[src/rtl/mux_scan_n.sv]
// Registered NCH-channel, W-bit multiplexer with manual select and an auto-scan
// mode that dwells DWELL enabled cycles on each channel before moving on.

module mux_scan_n_lane #(
    parameter int          W    = 1,
    parameter int          SELW = 1,
    parameter int unsigned K    = 0
) (
    input  logic [W-1:0]    d,
    input  logic [SELW-1:0] idx,
    output logic [W-1:0]    q
);
    assign q = (idx == SELW'(K)) ? d : '0;
endmodule

module mux_scan_n #(
    parameter int NCH   = 8,
    parameter int W     = 1,
    parameter int SELW  = $clog2(NCH),
    parameter int DWELL = 4
) (
    input  logic              clk,
    input  logic              rst_n,
    input  logic [NCH*W-1:0]  w,
    input  logic [SELW-1:0]   s,
    input  logic              mode,
    input  logic              en,
    output logic [W-1:0]      f,
    output logic [SELW-1:0]   sel_out,
    output logic              f_valid,
    output logic              sel_err,
    output logic              scan_wrap
);
    localparam logic [0:0] ST_MANUAL = 1'b0;
    localparam logic [0:0] ST_SCAN   = 1'b1;

    localparam int              DW         = 8;
    localparam logic [DW-1:0]   DWELL_LAST = DW'(DWELL - 1);
    localparam logic [SELW-1:0] IDX_LAST   = SELW'(NCH - 1);
    localparam logic [SELW:0]   NCH_EXT    = (SELW + 1)'(NCH);

    logic [0:0]            state_q, state_d;
    logic [SELW-1:0]       idx_q, idx_d;
    logic [DW-1:0]         dwell_q, dwell_d;
    logic [W-1:0]          f_q, f_d;
    logic [SELW-1:0]       sel_q, sel_d;
    logic                  vld_q, vld_d;
    logic                  err_q, err_d;
    logic                  wrap_q, wrap_d;

    logic [NCH-1:0][W-1:0] ch_data;
    logic [NCH-1:0][W-1:0] lane_q;
    logic [W-1:0]          rd_data;
    logic [SELW-1:0]       rd_idx;
    logic [SELW-1:0]       scan_idx;
    logic [DW-1:0]         scan_dwell;
    logic                  in_range;

    assign ch_data = w;

    // Scan counters only count while in SCAN; the first SCAN edge sees them as 0.
    assign scan_idx   = (state_q == ST_SCAN) ? idx_q   : '0;
    assign scan_dwell = (state_q == ST_SCAN) ? dwell_q : '0;
    assign rd_idx     = mode ? scan_idx : s;
    assign in_range   = ({1'b0, s} < NCH_EXT);

    for (genvar k = 0; k < NCH; k++) begin : g_lane
        mux_scan_n_lane #(
            .W    (W),
            .SELW (SELW),
            .K    (k)
        ) u_lane (
            .d   (ch_data[k]),
            .idx (rd_idx),
            .q   (lane_q[k])
        );
    end

    always_comb begin
        rd_data = '0;
        for (int k = 0; k < NCH; k++) begin
            rd_data = rd_data | lane_q[k];
        end
    end

    always_comb begin
        state_d = state_q;
        idx_d   = idx_q;
        dwell_d = dwell_q;
        f_d     = f_q;
        sel_d   = sel_q;
        vld_d   = vld_q;
        err_d   = err_q;
        wrap_d  = 1'b0;
        if (en) begin
            state_d = mode ? ST_SCAN : ST_MANUAL;
            if (mode) begin
                f_d   = rd_data;
                sel_d = scan_idx;
                vld_d = 1'b1;
                err_d = 1'b0;
                if (scan_dwell == DWELL_LAST) begin
                    dwell_d = '0;
                    if (scan_idx == IDX_LAST) begin
                        idx_d  = '0;
                        wrap_d = 1'b1;
                    end else begin
                        idx_d = scan_idx + SELW'(1);
                    end
                end else begin
                    dwell_d = scan_dwell + DW'(1);
                    idx_d   = scan_idx;
                end
            end else begin
                f_d     = in_range ? rd_data : '0;
                sel_d   = s;
                vld_d   = in_range;
                err_d   = ~in_range;
                idx_d   = '0;
                dwell_d = '0;
            end
        end
    end

    always_ff @(posedge clk or negedge rst_n) begin
        if (!rst_n) begin
            state_q <= ST_MANUAL;
            idx_q   <= '0;
            dwell_q <= '0;
            f_q     <= '0;
            sel_q   <= '0;
            vld_q   <= 1'b0;
            err_q   <= 1'b0;
            wrap_q  <= 1'b0;
        end else begin
            state_q <= state_d;
            idx_q   <= idx_d;
            dwell_q <= dwell_d;
            f_q     <= f_d;
            sel_q   <= sel_d;
            vld_q   <= vld_d;
            err_q   <= err_d;
            wrap_q  <= wrap_d;
        end
    end

    assign f         = f_q;
    assign sel_out   = sel_q;
    assign f_valid   = vld_q;
    assign sel_err   = err_q;
    assign scan_wrap = wrap_q;

endmodule
[config.mk]
export PLATFORM = sky130hd
export DESIGN_NAME = mux_scan_n
export DESIGN_NICKNAME = d
export VERILOG_FILES = /design/src/rtl/mux_scan_n.sv
export SDC_FILE = /design/constraint.sdc
export NUM_CORES = 1
export LEC_CHECK = 0
export CAP_MARGIN = 20
export CORE_MARGIN = 2
export CORE_UTILIZATION = 30
export DETAILED_ROUTE_END_ITERATION = 10
export GPL_TIMING_DRIVEN = 0
export SYNTH_ARGS = -nofsm -noshare
export SYNTH_HDL_FRONTEND = slang
export SYNTH_SLANG_ARGS = --single-unit
[constraint.sdc]
create_clock -name clk -period 3 [get_ports clk]
set_clock_uncertainty 0.15 [all_clocks]
set_input_delay 0.6 -clock clk [delete_from_list [all_inputs] [get_ports clk]]
set_output_delay 0.6 -clock clk [all_outputs]
set_load 0.03 [all_outputs]
---- Yosys cells after proc, flatten, opt, wreduce, memory -nomap -nowiden ----
Index checks and enable logic that the tools add are counted.
W data, S select, Z words.
cells by class
  add/subtract/negate cells ............... 2
  multipliers ............................. 0
  div/mod/pow operators ................... 0
  order comparisons ....................... 0
  eq/ne operators ......................... 9
  shift operators ......................... 0
  mux-type cells .......................... 21
  bitwise logic cells ..................... 7
  reduce and logical (&&, ||, !) cells .... 1
operators by type and width
  operator               count
  $mux W8                3
  $eq A3 B3 Y1 const B   5
  $mux W3                5
  $mux W1                13
  $add A8 B1 Y8 const B  1
  $eq A8 B2 Y1 const B   1
  $or A1 B1 Y1           7
  $eq A3 B2 Y1 const B   2
  $add A3 B1 Y3 const B  1
  $eq A3 B1 Y1 const B   1
  $logic_not A3 Y1       1
storage, ports and cells
  register bits after elaboration ......... 18
  bits in latches ......................... 0
  bits in writable memories ............... 0
  bits in read-only memories .............. 0
  output and inout port bits .............. 7
  word-level logic and storage cells ...... 47
  memories kept ........................... 0

---- Depth between registers and ports, before layout ----
Gate-level depths: netlist (run 1).
  depth in word-level cells ............... 11
  gate-level depth with buffers ........... 8
  gate-level depth less buffers ........... 6

---- Cells and area by module ----
Synthesis (run 1) repeated with hierarchy kept, for this count alone.
second synthesis, totals
  cell total of the unflattened synthesis .. 107
  area, all modules ....................... 1083.5 sq um
by module, submodules not included
  module                                  times used  cells each  area an instance (sq um)  seq. area each (sq um)
  mux_scan_n                              1           99          992.2                     450.4
  mux_scan_n_lane (g_lane[1].u_lane ...)  3           1           12.5                      0.0
  mux_scan_n_lane (g_lane[3].u_lane ...)  3           1           10.0                      0.0
  mux_scan_n_lane (g_lane[0].u_lane)      1           1           15.0                      0.0
  mux_scan_n_lane (g_lane[7].u_lane)      1           1           8.8                       0.0

---- Worst setup path before layout (run 1) ----
Ideal clock, no wire load.
  path kind ............................... register -> register
  start point ............................. register state_q
  end point ............................... register idx_q[2]
  arrival time ............................ 1568 ps
  setup slack ............................. 1148 ps
  stages on the path, launching flop included .. 9
  buffers on the path ..................... 2
  clock period less this slack ............ 1852 ps
  cells stage by stage .................... dfrtp_1 buf_2 inv_1 nor2_1 ha_1 clkbuf_1 a311oi_1 a41oi_1 o22ai_1
between the ends
  word-level cells in the longest chain between the ends .. 5
  elaborated cells on any way between the ends .. 8
RTL lines
  item                                                  RTL line  source
  from (decl)                                           42        logic [0:0] state_q, state_d;
  from (signal assigned)                                136       state_q <= state_d;
  $mux W3                                               62        assign scan_idx = (state_q == ST_SCAN) ? idx_q : '0;
  $add A3 B1 Y3 / $eq A3 B3 Y1 (equally long branches)  108, 104
  $mux W3                                               104       if (scan_idx == IDX_LAST) begin
  $mux W3 (*)                                           102       if (scan_dwell == DWELL_LAST) begin
  $mux W3 (*)                                           97        if (mode) begin
  to (signal assigned)                                  137       idx_q <= idx_d;
  to (decl)                                             43        logic [SELW-1:0] idx_q, idx_d;
Every way passes the cells marked *; elsewhere a longest branch is shown, timed or not.
A chain may end at the register's enable or synchronous reset.

---- Worst setup path after layout (run 1) ----
Ends and elaborated chain as after synthesis.

==> results of run 1 <==
## per-stage QoR
stage	setup slack, ns	hold slack [ns]
final	0.766	0.325
after global routing	0.559	0.345
after CTS	0.779	0.328
after detailed placement	0.579	0.307
after global placement	0.618	0.300
after floorplan	1.15	0.154
## worst max path at each step
| stage | endpoint | slack (ns) | depth (start not counted) |
|---|---|---|---|
| 2_1_floorplan | idx_q[2] | 1.15 | 8 |
| 3_3_place_gp | f | 0.62 | 6 |
| 3_5_place_dp | f | 0.58 | 6 |
| 4_1_cts | idx_q[2] | 0.78 | 8 |
| 5_1_grt | idx_q[2] | 0.56 | 8 |
| 6_report | idx_q[2] | 0.77 | 8 |
## worst register-to-register path: cells and delay by family (launching register included)
kind | cells | cell delay [ns]
AOI/OAI and AO/OA | 3 | 0.48
adders and majority gates | 1 | 0.19
buffers and inverters | 3 | 0.75
DFF | 1 | 0.42
and+or+nand+nor | 1 | 0.12
## logic make-up after synthesis
| kind of cell | after synthesis | synth area share (%) |
|---|---|---|
| compound gates | 41 | 29.2 |
| xor+xnor | 3 | 2.37 |
| fa+ha+maj | 2 | 2.26 |
| buf+inv | 14 | 5.54 |
| flops | 18 | 40.7 |
| other cells | 1 | 0.339 |
| simple gates | 39 | 19.7 |
## metal layers
layer / GRT usage, % / vias to the layer above / routed length [um]
met5: 0 / - / 0
met4: 7.18 / 0 / 58
met3: 1.56 / 6 / 84
met2: 21.1 / 23 / 1300
met1: 17.3 / 487 / 1130
li1: - / 493 / -
## synth_stat cells (3+ instances only)
master	n
a21oi_1	3
a22o_1	3
a31oi_1	5
and3_1	5
buf_2	4
clkbuf_1	3
dfrtp_1	18
inv_1	6
nand2_1	4
nand3_1	8
nor2_1	9
nor2b_1	5
o21ai_0	4
o21ai_1	3
o2bb2ai_1	5
xor2_1	3
## state kept, by name (all words and copies together) (netlist names)
register / cells
dwell_q: 8
idx_q: 3
sel_out: 3
f: 1
f_valid: 1
scan_wrap: 1
state_q: 1
## layout make-up
cell class / instances / area, sq um
inverters: 6 / 22.5
flip-flops and latches: 18 / 450
repair buffers: 20 / 200
fillers: 354 / 2180
multi-input cells: 86 / 596
clock buffers: 4 / 55.1
plain buffers: 8 / 38.8
well taps: 48 / 60.1
## report_power, final
part | internal, mW | switching, mW
Clock | 0.117 | 0.0869
Sequential | 0.252 | 0.00678
Combinational | 0.0425 | 0.0514
Total | 0.412 | 0.145
==> impl_metrics.py, run 1 <==
metrics = {
    "run_status": {
        "status": "complete, no violations",
    },
    "clock_network": {
        "htreeDepth": 1,
        "cts_setup_buffers": 0,
        "cts_tree": "built",
        "numCtsBuffers": 3,
        "clkLatencyLatePin_ns": 0.26,
        "clock_path_buffers": 2,
        "cts.sinks": 18,
        "clk_pin_slew_ns": 0.07,
        "cts_hold_buf": 0,
        "cts_root_buf": "clkbuf_8",
        "cts_resized": 0,
    },
    "placement": {
        "dp.cells": 186,
        "hpwl_mm": 1.94,
        "gp_congestion": 0.768,
        "portBuffers": 20,
        "postPlaceCellArea_sq_mm": 0.00137,
    },
    "critical_path": {
        "ff2ff_path_depth": 8,
        "endpoint_kind": "register",
        "worst_setup_path_start_kind": "register",
        "slowest_delay_ns": 0.42,
        "cp.required_ns": 2.98,
        "critPathMaxFanout": 10,
        "critPathLaunch": "state_q",
        "r2r-end": "idx_q[2]",
        "crit_family": "buffers and inverters",
        "reg2reg_from": "state_q",
        "path_buf_inv": 3,
        "slowest_stage": "dfrtp_1",
        "worstPathArrival_ns": 2.21,
        "worstPathCellList": "buf_2, inv_1, nor2_1, ha_1, clkbuf_1, a311oi_1, a41oi_1, o22ai_1",
        "crit_type": "register to register",
        "ff2ff_setup_slack_ns": 0.77,
    },
    "synth": {
        "seq_area_frac_synth_pct": 40.7,
        "async_reset_ff_share_pct": 100,
        "synth_cell_types": 39,
        "yosysTopAreaCell": "dfrtp_1",
        "synth-edff-count": 0,
        "yosys_warnings": 0,
        "synthTopCellsByArea": "dfrtp_1, o2bb2ai_1, nand3_1",
        "syn_nets": 135,
        "netlist.area_leader.share_pct": 40.7,
        "synthFlopType": "dfrtp_1",
        "synthCells": 118,
        "synth_area_per_cell_sq_um": 9.38,
        "ys_seq_elements": 18,
        "netlist_area_sq_mm": 0.00111,
    },
    "final_layout": {
        "diodes": 0,
        "fin_cells": 190,
        "final_cell_mix": "clkdlybuf4s50_1, dfrtp_1, nor2_1, nand3_1, inv_1",
        "fin_util_pct": 39.5,
        "finish.instance_area_sq_mm": 0.00142,
        "final_nets": 160,
        "drive_gt1_share_pct": 10.6,
        "syn_to_final_growth_pct": 28.5,
        "final_common_cell": "clkdlybuf4s50_1",
    },
    "sta": {
        "final_hold_viol_count": 0,
        "min_period_ns": 2.23,
        "max-slew-margin-rel_pct": 46.5,
        "finalCritPeriodShare_pct": 74.5,
        "clock.fmax_ghz": 0.448,
        "rsz0062_at_grt": "no",
        "setup_viol": 0,
        "setup_tns_ns": 0,
        "final_max_slew_viol_count": 0,
        "tightest_slew_ns": 0.800,
    },
    "run": {
        "cap_viol_max_count": 0,
    },
    "worst_hold_path": {
        "worst_hold_path_type": "register to register",
        "hp-start": "f_valid",
        "holdPathEnd": "f_valid",
        "hold_depth": 1,
    },
    "floorplan": {
        "die_w_um": 64.8,
        "die_y_um": 64.8,
        "io_pins": 22,
        "num_rows": 22,
        "initial_core_util_pct": 30.7,
        "dieArea_sq_mm": 0.00419,
        "fp.coreArea_sq_mm": 0.00361,
    },
    "drt": {
        "drc": 0,
        "via_per_inst": 5.31,
        "num_vias": 1009,
        "drt_iter0_drc": 68,
        "drtAntennaViolNets": 0,
        "wl_per_cell_um": 13.5,
        "dr.pass1.iters": 4,
        "drt-total-wl_mm": 2.57,
    },
    "grt": {
        "track_usage_pct": 13.2,
        "grt-ovfl-total": 0,
        "grt_max_degree": 19,
        "grt_pass1_vias": 942,
        "grt_pass1_wl_mm": 4.34,
        "antenna_found_initial": 0,
    },
    "pwr": {
        "vdd_drop_max_uv": 140,
        "pwr_density_cell_mw_per_mm2": 391,
        "p_leak_nw": 0.597,
        "p_total_mw": 0.557,
    },
}
Power figures use the tool's default switching activity.
==> run 2: changes to the inputs <==
clock period = 2 ns   (was 3 ns; I/O delays follow)
==> impl_metrics.py, run 2 (same netlist as run 1, synthesis figures left out) <==
metrics = {
    "sta": {
        "min_period_ns": 1.91,
        "final_hold_viol_count": 0,
        "tightest_slew_ns": 0.801,
        "max-slew-margin-rel_pct": 46.4,
        "final_max_slew_viol_count": 0,
        "clock.fmax_ghz": 0.522,
        "setup_viol": 0,
        "finalCritPeriodShare_pct": 95.7,
        "setup_tns_ns": 0,
    },
    "critical_path": {
        "worstPathCellList": "buf_6, inv_1, nor2_1, ha_1, buf_4, a311oi_2, a41oi_1, o22ai_1",
        "path_buf_inv": 3,
        "worst_setup_path_start_kind": "register",
        "crit_type": "register to register",
        "endpoint_kind": "register",
        "cp.required_ns": 2.03,
        "worstPathArrival_ns": 1.94,
        "crit_family": "buffers and inverters",
        "slowest_delay_ns": 0.43,
        "slowest_stage": "dfrtp_1",
        "ff2ff_path_depth": 8,
        "crit_cells": 8,
        "critPathMaxFanout": 10,
    },
    "final_layout": {
        "final_nets": 161,
        "largest_reg_flops": 8,
        "fill_cells": 351,
        "fin_util_pct": 40.6,
        "final_common_cell": "clkdlybuf4s50_1",
        "diodes": 0,
        "drive_gt1_share_pct": 13.3,
        "syn_to_final_growth_pct": 32.3,
        "fin_cells": 191,
        "final_cell_mix": "clkdlybuf4s50_1, dfrtp_1, nor2_1, nand3_1, inv_1",
        "largest_register": "dwell_q",
    },
    "run_status": {
        "status": "complete, no violations",
    },
    "clock_network": {
        "cts_hold_buf": 0,
        "clock_path_buffers": 2,
        "htreeDepth": 1,
        "clkLatencyLatePin_ns": 0.26,
        "numCtsBuffers": 3,
        "cts.sinks": 18,
        "cts_root_buf": "clkbuf_8",
        "cts_tree": "built",
        "clk_pin_slew_ns": 0.07,
    },
    "grt": {
        "grt_pass1_vias": 942,
        "antenna_found_initial": 0,
        "grt-ovfl-total": 0,
        "track_usage_pct": 13.2,
        "grt_max_degree": 19,
        "grt_pass1_wl_mm": 4.34,
    },
    "run": {
        "cap_viol_max_count": 0,
    },
    "floorplan": {
        "io_pins": 22,
        "num_rows": 22,
        "initial_core_util_pct": 30.7,
        "dieArea_sq_mm": 0.00419,
        "fp.coreArea_sq_mm": 0.00361,
        "die_y_um": 64.8,
        "die_w_um": 64.8,
    },
    "placement": {
        "dp.cells": 186,
        "hpwl_mm": 1.94,
        "gp_congestion": 0.768,
        "portBuffers": 20,
    },
    "worst_hold_path": {
        "worst_hold_path_type": "register to register",
        "hold_depth": 1,
    },
    "drt": {
        "dr.pass1.iters": 5,
        "drt_iter0_drc": 50,
        "via_per_inst": 5.36,
        "wl_per_cell_um": 14.0,
        "num_vias": 1024,
        "drc": 0,
        "drt-total-wl_mm": 2.67,
        "drtAntennaViolNets": 0,
    },
    "pwr": {
        "p_total_mw": 0.849,
        "vdd_drop_max_uv": 214,
        "p_leak_nw": 0.624,
        "pwr_density_cell_mw_per_mm2": 580,
    },
}
==> run 2: layer usage <==
metal / GRT usage (%) / vias up / part of all wire, %
met3: 1.56 / 5 / 3.2
met1: 17.3 / 501 / 43
met2: 21.1 / 25 / 52
met5: 0 / - / 0
met4: 7.18 / 0 / 2.2
li1: - / 493 / -
==> run 2: report_power, final <==
part / total, mW / internal, mW / switching (mW)
registers: 0.388 / 0.378 / 0.0102
clock network: 0.313 / 0.176 / 0.137
logic: 0.148 / 0.0686 / 0.0795
total: 0.849 / 0.622 / 0.227
==> run 2: timing repair <==
action,in CTS,in global routing
setup endpoints to repair,7,8
hold endpoints to repair,0,0
setup buffers,0,1
gates resized for setup,2,10
==> run 2: worst paths after layout <==
path                              start         end  slack, ns
worst max-delay path            state_q    idx_q[2]       0.09
worst min-delay path            f_valid     f_valid       0.33
worst max register to register  state_q    idx_q[2]       0.09
worst min register to register  f_valid     f_valid       0.33
max in group asynchronous         rst_n    idx_q[1]       0.76
min in group asynchronous         rst_n  dwell_q[1]       0.45
==> run 2: through the flow <==
step | hold WS (ns) | instance area [sq um] | worst slack [ns]
after detailed placement | 0.307 | 1370 | -0.221
final | 0.326 | 1470 | 0.0853
after floorplan | -0.0456 | 1110 | 0.148
after CTS | 0.328 | 1430 | 0.00790
after global placement | 0.300 | 1370 | -0.182
after global routing | 0.345 | 1470 | -0.0191
==> run 2: cell type report <==
type                            count  area [sq um]  share of cell area, %
Buffer                              8          51.3                   3.50
Clock buffer                        4          55.1                   3.76
Inverter                            6          22.5                   1.54
Multi-Input combinational cell     86           616                   42.0
Sequential cell                    18           450                   30.7
Tap cell                           48          60.1                   4.10
Timing Repair Buffer               21           210                   14.3
==> run 3: changes to the inputs <==
REMOVE_ABC_BUFFERS = 1   (was not set)
==> impl_metrics.py, run 3 (same netlist as run 1, synthesis figures left out) <==
metrics = {
    "pwr": {
        "internal-power_mw": 0.616,
        "p_leak_nw": 0.576,
        "seqPwrFrac_pct": 46.6,
        "combPwrFrac_pct": 16.8,
        "p_clk_share_pct": 36.6,
        "vdd_drop_max_uv": 538,
        "power.switching_mw": 0.217,
        "netSwitchingFraction_pct": 26.0,
        "pwr_density_cell_mw_per_mm2": 596,
    },
    "grt": {
        "track_usage_pct": 13.4,
        "grt-ovfl-total": 0,
        "antenna_found_initial": 0,
        "grt_max_degree": 24,
        "grt_pass1_wl_mm": 4.49,
        "grt_pass1_vias": 999,
    },
    "final_layout": {
        "largest_register": "dwell_q",
        "largest_reg_flops": 8,
        "fin_util_pct": 38.7,
        "diodes": 0,
        "final_cell_mix": "clkdlybuf4s50_1, dfrtp_1, nor2_1, nand3_1, inv_1",
        "fin_cells": 184,
        "final_nets": 154,
        "syn_to_final_growth_pct": 26.1,
        "finish.instance_area_sq_mm": 0.00140,
        "drive_gt1_share_pct": 11.0,
        "final_common_cell": "clkdlybuf4s50_1",
    },
    "worst_hold_path": {
        "hp-start": "f_valid",
        "worst_hold_path_type": "register to register",
    },
    "floorplan": {
        "dieArea_sq_mm": 0.00419,
        "initial_core_util_pct": 30.7,
        "io_pins": 22,
        "fp.coreArea_sq_mm": 0.00361,
        "die_w_um": 64.8,
        "die_y_um": 64.8,
        "num_rows": 22,
    },
    "placement": {
        "gp_congestion": 0.788,
        "portBuffers": 20,
        "postPlaceCellArea_sq_mm": 0.00133,
        "hpwl_mm": 1.84,
        "dp.cells": 178,
        "place_ws_ns": -0.515,
    },
    "clock_network": {
        "htreeDepth": 1,
        "clkLatencyLatePin_ns": 0.26,
        "cts_tree": "built",
        "cts_root_buf": "clkbuf_8",
        "cts.sinks": 18,
        "clock_path_buffers": 2,
        "numCtsBuffers": 3,
        "clk_pin_slew_ns": 0.07,
    },
    "sta": {
        "hold_ws_ns": 0.318,
        "rsz0062_at_grt": "no",
        "min_period_ns": 1.86,
        "finalCritPeriodShare_pct": 93.2,
        "max-slew-margin-rel_pct": 43.6,
        "final_max_slew_viol_count": 0,
        "setup_viol": 0,
        "clock.fmax_ghz": 0.536,
        "setup_slack_ns": 0.136,
        "tightest_slew_ns": 0.844,
        "final_hold_viol_count": 0,
    },
    "critical_path": {
        "crit_type": "register to register",
        "slowest_stage": "or4_4",
        "reg2reg_from": "dwell_q[4]",
        "endpoint_kind": "register",
        "worst_setup_path_start_kind": "register",
        "slowest_delay_ns": 0.59,
        "cp.required_ns": 2.00,
        "ff2ff_setup_slack_ns": 0.14,
        "worstPathArrival_ns": 1.86,
        "worstPathCellList": "or4_4, o2111ai_1, o21ai_1, a32o_1",
        "critPathMaxFanout": 6,
        "critPathLaunch": "dwell_q[4]",
    },
    "run_status": {
        "status": "complete, no violations",
    },
    "drt": {
        "drtAntennaViolNets": 0,
        "num_vias": 1005,
        "via_per_inst": 5.46,
        "drt-total-wl_mm": 2.66,
        "wl_per_cell_um": 14.5,
        "dr.pass1.iters": 4,
        "drt_iter0_drc": 67,
        "drc": 0,
    },
    "run": {
        "cap_viol_max_count": 0,
    },
}
-- run 3: final timing paths --
path                         endpoint  cells after the start
max                        dwell_q[2]                      4
min                           f_valid                      1
max reg2reg                dwell_q[2]                      4
min reg2reg                   f_valid                      1
max in group asynchronous     state_q                      1
min in group asynchronous  sel_out[1]                      1
-- run 3: area by class of cell --
cell class	instances	area (sq um)
fillers	364	2210
multi-input cells	86	598
repair buffers	22	209
flip-flops and latches	18	452
well taps	48	60.1
clock buffers	4	55.1
inverters	6	22.5
-- run 3: critical path: cells and delay by family, from the launching register on --
kind | cells | cell delay (ns)
AND/OR/NAND/NOR | 1 | 0.59
flip-flops | 1 | 0.46
AO/OA/AOI/OAI | 3 | 0.56
-- run 3: timing repair --
| action | 4_1_cts | 5_1_grt |
|---|---|---|
| buffers inserted | 2 | 0 |
| setup endpoints to repair | 10 | 1 |
| resized for setup | 4 | 2 |
| hold endpoints to repair | 0 | 0 |
| hold buffers | 0 | 0 |
-- run 3: stage by stage --
| step | setup TNS, ns | power (mW) |
|---|---|---|
| floorplan | 0 | 0.456 |
| finish | 0 | 0.833 |
| CTS | 0 | 0.840 |
| detailed placement | -2.93 | 0.531 |
| global route | 0 | 0.867 |
| global placement | -2.82 | 0.530 |
-- run 3: routing by layer --
layer	GRT usage (%)	vias up	routed length, um
met3	3.65	4	213
li1	-	483	-
met4	3.72	0	29
met1	16.9	477	1250
met2	22.4	41	1170
met5	0	-	0
-- run 3: power by group through the flow --
stage                     logic (mW)  clock network, mW  registers, mW
after floorplan               0.0426                  0          0.414
after global placement         0.131                  0          0.399
after detailed placement       0.132                  0          0.400
after CTS                      0.142              0.311          0.388
after global routing           0.154              0.324          0.389
final                          0.140              0.305          0.388
==> RTL edit, RTL diff (config.mk and constraints of run 3) <==
Make the reset (`rst_n`) synchronous in one clocked block.
--- a/src/rtl/mux_scan_n.sv
+++ b/src/rtl/mux_scan_n.sv
@@ -122,7 +122,7 @@
         end
     end
 
-    always_ff @(posedge clk or negedge rst_n) begin
+    always_ff @(posedge clk) begin
         if (!rst_n) begin
             state_q <= ST_MANUAL;
             idx_q   <= '0;
Function: differs if rst_n is asserted again (counterexample within 4 cycles, from zero or initial values and one cycle with rst_n low); with rst_n held inactive, the same outputs for 10 cycles.
==> RTL edit against run 3 <==
- fmax down 1.7%
- power down 20%
- cell area down 11%
- wire length down 21%
- area after synthesis down 13%
- sequential cell count unchanged
- worst setup slack worse by 0.032 ns
- synthesized cell count down 5.1%
==> RTL edit: results <==
export IMPL_status="complete, no violations"
export IMPL_postCtsResizedCells=2
export IMPL_cts_root_buf="clkbuf_4"
export IMPL_timing_rr_start="dwell_q[1]$_SDFFE_PN0P_"
export IMPL_muxShareOfSynthArea_pct=4.30
export IMPL_p_leak_nw=0.493
export IMPL_reg2reg_slack_ns=0.25
export IMPL_syn_inst=112
export IMPL_vdd_drop_max_mv=0.348
export IMPL_grt_util_met2_pct=20.0
export IMPL_place_hpwl_mm=1.53
export IMPL_cp_top_family="compound AO/OA/AOI/OAI gates"
export IMPL_r2r_end="idx_q[0]$_SDFFE_PN0P_"
export IMPL_gr_usage_all_layers_pct=12.4
export IMPL_yosys_warnings=0
export IMPL_endpoint="dwell_q[7]$_SDFFE_PN0P_"
export IMPL_core_mm2=0.00305
export IMPL_dr_wl_met3_um=148
export IMPL_internal_power_mw=0.493
export IMPL_synthDistinctLibCells=40
export IMPL_synthArstFlopShare_pct=0
export IMPL_fill_cells=325
export IMPL_netlist_top_cells_count="18 x dfxtp_1, 11 x nor2_1, 11 x o21ai_0"
export IMPL_max_stage_delay_ns=0.66
export IMPL_power_combinational_mw=0.114
export IMPL_power_frac_clock_pct=27.2
export IMPL_wl_per_cell_um=11.9
export IMPL_grt_first_pass_wirelength_mm=3.47
export IMPL_postCtsSetupRepairBufs=0
export IMPL_drive_gt1_share_pct=12.1
export IMPL_grt_util_met3_pct=4.69
export IMPL_clock_fmax_mhz=527
export IMPL_clk_pin_slew_worst_paths_ns=0.10
export IMPL_met2WireLength_um=935
export IMPL_synthAdderAreaFrac_pct=2.61
export IMPL_wl_mm=2.09
export IMPL_cpMaxStageDelayCell="clkdlybuf4s50_1"
export IMPL_clock_latency_ns=0.29
export IMPL_met1_usage_pct=15.3
export IMPL_drt_met1_wl_um=980
export IMPL_cp_startpoint="rst_n"
export IMPL_place_inst=171
export IMPL_nets=151
export IMPL_place_ws_ns=-0.336
export IMPL_vias_per_cell=5.02
export IMPL_first_global_vias=809
export IMPL_ys_seq_area_share_pct=37.5
export IMPL_worstRegToRegCells=5
RTL edit: area by class of cell:
class | instances | area, um2 | share of cell area (%)
multi-input combinational | 87 | 579 | 46.4
sequential | 18 | 364 | 29.2
timing repair buffer | 22 | 220 | 17.6
tap | 44 | 55.1 | 4.41
clock buffer | 3 | 22.5 | 1.80
inverter | 2 | 7.51 | 0.601
RTL edit: how the worst min path moves through the flow:
stage,start,to,slack (ns),depth (start not counted)
floorplan,dwell_q[7]$_SDFFE_PN0P_,dwell_q[7]$_SDFFE_PN0P_,0.28,1
global placement,f_valid$_SDFFE_PN0P_,f_valid$_SDFFE_PN0P_,0.29,1
detailed placement,f_valid$_SDFFE_PN0P_,f_valid$_SDFFE_PN0P_,0.30,1
CTS,f_valid$_SDFFE_PN0P_,f_valid$_SDFFE_PN0P_,0.32,1
global route,f_valid$_SDFFE_PN0P_,f_valid$_SDFFE_PN0P_,0.33,1
finish,f_valid$_SDFFE_PN0P_,f_valid$_SDFFE_PN0P_,0.31,1
